===== src/rtl/alu_operand_sequencer.sv =====
// alu_operand_sequencer: loads operands A, B and opcode F one at a time from
// a shared 3-bit switch field. Each accepted step press loads one field.
// The held values are flagged valid for the downstream ALU stage.
// The step input and the switch field are synchronized, and step is debounced.
// Optional feature macro: SEQ_TIMEOUT_EN. When it is defined, a partial entry
// left idle in LOAD_B or LOAD_F for TIMEOUT_CYCLES cycles is abandoned.
module alu_operand_sequencer #(
    parameter int DEBOUNCE_CYCLES = 4,
    parameter int TIMEOUT_CYCLES  = 200
) (
    input  logic       clk_2,
    input  logic       reset,
    input  logic [2:0] sw_data,
    input  logic       step,
    output logic [2:0] a_out,
    output logic [2:0] b_out,
    output logic [1:0] f_out,
    output logic       operands_valid,
    output logic [3:0] state_led
);

    localparam int DEB_W = $clog2(DEBOUNCE_CYCLES + 1);
    localparam logic [DEB_W-1:0] DEB_LAST = DEB_W'(DEBOUNCE_CYCLES - 1);

    typedef enum logic [1:0] {
        LOAD_A = 2'd0,
        LOAD_B = 2'd1,
        LOAD_F = 2'd2,
        READY  = 2'd3
    } state_t;

    logic             step_m_q, step_s_q;
    logic [2:0]       data_m_q, data_s_q;
    logic             step_f_q, step_f_d, step_f_dly_q;
    logic [DEB_W-1:0] deb_cnt_q, deb_cnt_d;
    logic             step_p;
    state_t           state_q, state_d;
    logic [2:0]       a_q, a_d, b_q, b_d;
    logic [1:0]       f_q, f_d;
    logic             valid_q, valid_d;

`ifdef SEQ_TIMEOUT_EN
    localparam int TMO_W = $clog2(TIMEOUT_CYCLES + 1);
    localparam logic [TMO_W-1:0] TMO_LAST = TMO_W'(TIMEOUT_CYCLES - 1);
    logic [TMO_W-1:0] tmo_cnt_q, tmo_cnt_d;
`endif

    // Two-flop synchronizers for the raw step level and the switch field.
    always_ff @(posedge clk_2 or posedge reset) begin
        if (reset) begin
            step_m_q <= 1'b0;
            step_s_q <= 1'b0;
            data_m_q <= 3'd0;
            data_s_q <= 3'd0;
        end else begin
            step_m_q <= step;
            step_s_q <= step_m_q;
            data_m_q <= sw_data;
            data_s_q <= data_m_q;
        end
    end

    // Debounce: the synchronized level must hold DEBOUNCE_CYCLES cycles before the filtered level follows it.
    always_comb begin
        step_f_d  = step_f_q;
        deb_cnt_d = deb_cnt_q;
        if (step_s_q == step_f_q) begin
            deb_cnt_d = '0;
        end else if (deb_cnt_q == DEB_LAST) begin
            step_f_d  = ~step_f_q;
            deb_cnt_d = '0;
        end else begin
            deb_cnt_d = deb_cnt_q + 1'b1;
        end
    end

    // One-cycle pulse on each accepted rising level of the filtered step.
    assign step_p = step_f_q & ~step_f_dly_q;

    // Next-state and capture logic for the entry sequence.
    always_comb begin
        state_d = state_q;
        a_d     = a_q;
        b_d     = b_q;
        f_d     = f_q;
        unique case (state_q)
            LOAD_A: if (step_p) begin a_d = data_s_q;      state_d = LOAD_B; end
            LOAD_B: if (step_p) begin b_d = data_s_q;      state_d = LOAD_F; end
            LOAD_F: if (step_p) begin f_d = data_s_q[1:0]; state_d = READY;  end
            READY:  if (step_p) begin                      state_d = LOAD_A; end
        endcase
`ifdef SEQ_TIMEOUT_EN
        // The counter only runs while an entry is partially made; a step resets it.
        tmo_cnt_d = tmo_cnt_q;
        if (step_p || !((state_q == LOAD_B) || (state_q == LOAD_F))) begin
            tmo_cnt_d = '0;
        end else if (tmo_cnt_q == TMO_LAST) begin
            tmo_cnt_d = '0;
            state_d   = LOAD_A;
            a_d       = 3'd0;
            b_d       = 3'd0;
        end else begin
            tmo_cnt_d = tmo_cnt_q + 1'b1;
        end
`endif
        valid_d = (state_d == READY);
    end

    // State, debounce and output registers; everything clears on reset.
    always_ff @(posedge clk_2 or posedge reset) begin
        if (reset) begin
            step_f_q     <= 1'b0;
            step_f_dly_q <= 1'b0;
            deb_cnt_q    <= '0;
            state_q      <= LOAD_A;
            a_q          <= 3'd0;
            b_q          <= 3'd0;
            f_q          <= 2'd0;
            valid_q      <= 1'b0;
        end else begin
            step_f_q     <= step_f_d;
            step_f_dly_q <= step_f_q;
            deb_cnt_q    <= deb_cnt_d;
            state_q      <= state_d;
            a_q          <= a_d;
            b_q          <= b_d;
            f_q          <= f_d;
            valid_q      <= valid_d;
        end
    end

`ifdef SEQ_TIMEOUT_EN
    // Idle-timeout counter register.
    always_ff @(posedge clk_2 or posedge reset) begin
        if (reset) begin
            tmo_cnt_q <= '0;
        end else begin
            tmo_cnt_q <= tmo_cnt_d;
        end
    end
`endif

    // One-hot LED decode of the current state.
    always_comb begin
        state_led = 4'b0001;
        unique case (state_q)
            LOAD_A: state_led = 4'b0001;
            LOAD_B: state_led = 4'b0010;
            LOAD_F: state_led = 4'b0100;
            READY:  state_led = 4'b1000;
        endcase
    end

    assign a_out          = a_q;
    assign b_out          = b_q;
    assign f_out          = f_q;
    assign operands_valid = valid_q;

endmodule

===== config.mk =====
export PLATFORM = sky130hd
export DESIGN_NAME = alu_operand_sequencer
export DESIGN_NICKNAME = d
export VERILOG_FILES = /design/src/rtl/alu_operand_sequencer.sv
export SDC_FILE = /design/constraint.sdc
export NUM_CORES = 1
export LEC_CHECK = 0
export ABC_AREA = 0
export CAP_MARGIN = 10
export CORE_UTILIZATION = 40
export CTS_CLUSTER_DIAMETER = 200
export DETAILED_ROUTE_END_ITERATION = 10
export PLACE_DENSITY = 0.66
export SLEW_MARGIN = 20
export SYNTH_ARGS = -nofsm -noshare
export SYNTH_HDL_FRONTEND = slang
export SYNTH_SLANG_ARGS = --single-unit

===== constraint.sdc =====
create_clock -name clk_2 -period 2.3 [get_ports clk_2]
set_clock_uncertainty 0.15 [all_clocks]
set_input_delay 0.46 -clock clk_2 [delete_from_list [all_inputs] [get_ports clk_2]]
set_output_delay 0.46 -clock clk_2 [all_outputs]
set_load 0.005 [all_outputs]

; ---- After elaboration in Yosys (flattened, before gate mapping)
; Cells that the tools add are included.
[word_totals]
word_cells = 36
rom_bits = 0
reg_bits = 24
mem_count = 0
output_inout_bits = 13
latch_bits = 0
ram_bits = 0
[classes]
n_lt_le_gt_ge = 0
n_reduce_logical = 5
n_mul = 0
n_eq_ne = 6
bitwise_logic = 4
muxes = 8
add_sub_neg = 1
div_mod_pow = 0
n_shift = 0
[ops]
columns = cell, count
row1 = $pmux 4 s4, 1
row2 = $mux 2, 4
row3 = $pmux 2 s4, 1
row4 = $reduce_and 2->1, 4
row5 = $eq 2x2->1 const B, 3
row6 = $mux 3, 2
row7 = $add 3x1->3 const B, 1
row8 = $eq 3x2->1 const B, 1
row9 = $not 1->1, 3
row10 = $eq 2x1->1 const B, 1
row11 = $logic_not 2->1, 1
row12 = $and 1x1->1, 1
row13 = $eq 1x1->1, 1

; ---- Depth between registers and ports, before layout
[logic_depth]
depth_word = 5
mapped_depth = 4

; ---- Worst setup path after synthesis
; No wires, ideal clock.
[synth_timing]
path_type = register to register
from = register state_q[1]
to = register a_q[0], in the netlist a_out[0]
slack_ns = 0.940
path_stages_with_launch = 4
arrival_time_ns = 1.085
cell_sequence = dfrtp_1 buf_2 nor3_2 mux2_2
[synth_between]
elab_chain_len = 2
[synth_rtl]
columns = item, line
row1 = from (decl), 37  ; state_t state_q, state_d;
row2 = from (signal assigned), 124  ; state_q <= state_d;
row3 = $logic_not 2->1, 86  ; unique case (state_q)
row4 = $reduce_and 2->1 (no line), --
row5 = to (signal assigned), 116  ; a_q <= 3'd0;
row6 = to (signal assigned), 125  ; a_q <= a_d;
row7 = to (decl), 38  ; logic [2:0] a_q, a_d, b_q, b_d;
; No other way between the ends.
; A chain may end at the register's enable or synchronous reset.

; ---- Worst setup path after layout
[layout_timing]
from = register state_q[1]
to = output port state_led[3]
[layout_between]
elab_chain_len = 2
elab_cells_between_ends = 5
[layout_rtl]
columns = item, line
row1 = $eq 2x2->1 (tied with other cells), 146  ; unique case (state_q)
row2 = $pmux 4 s4 *, 146
row3 = to (decl), 19  ; output logic [3:0] state_led
; Mark *: on every way between the ends. The rest lies on a longest branch, timed or not.

==> run_results.csv <==
group,metric,value,unit
routing,drc,0,
routing,drtIter0Drc,5,
pwr,combPwrFrac,34.5,%
global_routing,overflow,0,
die,initial_core_util,42.93,%
yosys,yosysWarnings,0,
timing,final.setup.tns,0,ns
cells_and_area,fillerInstances,160,
pwr,total_leakage_power,0.4775,nW
timing,setup_viol,0,
global_routing,grt_first_pass_wirelength,1573,µm
flow_run,cap_violations,0,
global_routing,grt_max_degree,25,
global_routing,grt_use_met3,5.556,%
die,boundaryPins,19,
global_routing,met1_usage,15.29,%
timing,timing.fmax,0.4743,GHz
cells_and_area,syn2layout_area_growth,31.03,%
clock_tree,post_cts_buffers,0,
clock_tree,cts.clk_slew.worst_paths,0.12,ns
die,num_rows,16,
global_routing,grt_antenna_before_repair,0,
cells_and_area,num-nets-final,83,
global_routing,top_usage_layer,"met1",
timing,final-hold-violation-count,0,
clock_tree,ctsRootBufferMaster,"clkbuf_4",
critical_path,cp.required,1.69,ns
die,die_x,48.12,µm
yosys,syn_area_per_cell,15.76,µm²
clock_tree,postCtsHoldBufs,0,
cells_and_area,diodes,0,
critical_path,path_class,"register to output port",
place,port_buffers,18,
cells_and_area,multi_input_area,236.5,µm²
routing,num_vias,444,
timing,drv_slew,0,
die,die-area,0.002316,mm²
yosys,syn_area,850.8,µm²
pwr,power_switching,0.0003716,W
yosys,post_synth_num_cell_types,17,
routing,antenna_left,0,
cells_and_area,drive_gt1_share,21.33,%
routing,drt-pass1-iter-count,2,
global_routing,grt_use_met2,12.97,%
timing,whs,0.2136,ns
pwr,ir_worst_vdd,0.6964,mV
die,die_h,48.12,µm
clock_tree,clk_latency,0.31,ns
timing,period_share,91.67,%
yosys,syn_inst,54,
timing,grt_setup_unrepaired,"false",
yosys,yosysSeqAreaShare,70.59,%
min_path,hold_path.class,"register to register",
min_path,holdPathStages,0,
clock_tree,cts.htree.levels,1,
clock_tree,cts_num_sinks,24,
critical_path,cp.arrival,1.50,ns
critical_path,cp_max_fo,9,
routing,vias_per_cell,4.353,
timing,worstMarginPinSlew,0.3199,ns
cells_and_area,final_area,0.001115,mm²
clock_tree,cts_tree,"done",
critical_path,reg2reg_depth,3,
yosys,yosysTopAreaCell,"dfrtp_1",
routing,routed_wl,1111,µm
yosys,synthTopCellsByArea,"dfrtp_1, mux2_2, xnor2_1, nor2b_1, and2_1",
outcome,status,"finished clean",
pwr,power.density,1303,mW/mm²
pwr,seqPwrFrac,45.4,%
pwr,clkPwrFrac,20.1,%
yosys,syn_nets,61,
clock_tree,numCtsBuffers,3,
cells_and_area,ff_latch_area,600.6,µm²
clock_tree,clockBufferDepth,2,
cells_and_area,utilization,56.25,%
place,placed_area,0.001062,mm²
critical_path,crit_path_start_kind,"register",
timing,fin_crit,2.108,ns
pwr,swShare,25.58,%
global_routing,grt_usage,10.38,%
yosys,ys_ff_latch,24,
pwr,p_int,0.001081,W
clock_tree,cts_resized,0,
critical_path,cp-end-kind,"output port",
routing,wl_per_cell,10.89,µm
place,gp_congestion,0.6950,
global_routing,grt_pass1_vias,342,
pwr,total_power,0.001453,W
yosys,synth_top_area_share,70.59,%
die,coreArea,0.001982,mm²
timing,timing.slew.headroom,78.56,%
cells by family after synthesis:
group	after synthesis	share of synthesized area (%)
simple gates	14	11.32
buf+inv	3	1.617
xor+xnor	3	3.089
flops	24	70.59
mux	9	11.91
fa+ha+maj	1	1.470
layout by cell type (no fill, tap or decap), drive strengths merged:
cell           count
nand2b             1
nand3b             1
clkbuf             3
nor2b              4
and2               2
dfrtp             24
clkdlybuf4s50     18
mux2               9
bufinv             1
nor3b              2
xnor2              3
nor3               2
inv                1
buf                1
nor2               2
ha                 1
power by group through the flow:
stage	registers, W	clock network (W)	logic, W
2_1_floorplan	0.000630	0	0.000281
3_3_place_gp	0.000666	0	0.000498
3_5_place_dp	0.000671	0	0.000509
4_1_cts	0.000661	0.000306	0.000511
5_1_grt	0.000679	0.000318	0.000553
6_report	0.000659	0.000292	0.000502
path summary, 6_finish.rpt:
| check | startpoint | end | slack [ns] |
|---|---|---|---|
| worst max-delay path | state_q[1]$_DFF_PP0_ | state_led[3] | 0.19 |
| worst min-delay path | data_m_q[0]$_DFF_PP0_ | data_s_q[0]$_DFF_PP0_ | 0.21 |
| worst max register to register | step_f_q$_DFFE_PP0P_ | a_out[0]$_DFFE_PP0P_ | 0.80 |
| worst min register to register | data_m_q[0]$_DFF_PP0_ | data_s_q[0]$_DFF_PP0_ | 0.21 |
| max in group asynchronous | reset | a_out[0]$_DFFE_PP0P_ | 1.45 |
| min in group asynchronous | reset | deb_cnt_q[2]$_DFF_PP0_ | 0.32 |
state kept, by name, summed over array words and instances (netlist names):
name / count
state_q: 2
deb_cnt_q: 3
a_out: 3
step_f_q: 1
operands_valid: 1
data_m_q: 3
data_s_q: 3
step_f_dly_q: 1
b_out: 3
step_s_q: 1
f_out: 2
step_m_q: 1
worst max-delay path, cell delays in order (launching register included):
cell and delay [ns]:
dfrtp_1 0.52, and2_1 0.18, clkdlybuf4s50_1 0.49
routing by layer:
metal  up-vias  part of all wire, %
li1        219                    -
met1       209                   50
met2        14                   44
met3         2                  5.7
met4         0                 0.81
met5         -                    0
per-stage QoR:
| step | cells | setup slack (ns) |
|---|---|---|
| after detailed placement | 98 | 0.5367 |
| after global routing | 102 | 0.1183 |
| after floorplan | 54 | 0.9402 |
| after global placement | 98 | 0.5433 |
| final | 102 | 0.1917 |
| after CTS | 102 | 0.1723 |
cells in the mapped netlist:
cell and n:
dfrtp_1 24, nand2b_1 1, nor3_1 1, mux2_2 8
inv_1 1, nand3b_1 1, nor2_1 1, and2_1 2
nor3_2 1, nor3b_1 1, xnor2_1 3, nor2b_1 4
nor2_2 1, ha_1 1, buf_2 2, mux2_1 1
nor3b_2 1
cell type report:
class,instances,share of cell area (%)
Sequential cell,24,53.87
Multi-Input combinational cell,27,21.21
Timing Repair Buffer,19,16.84
Tap cell,27,3.030
Clock inverter,1,2.694
Clock buffer,3,2.020
Inverter,1,0.3367
No activity file was read; power rests on OpenSTA's default activity.
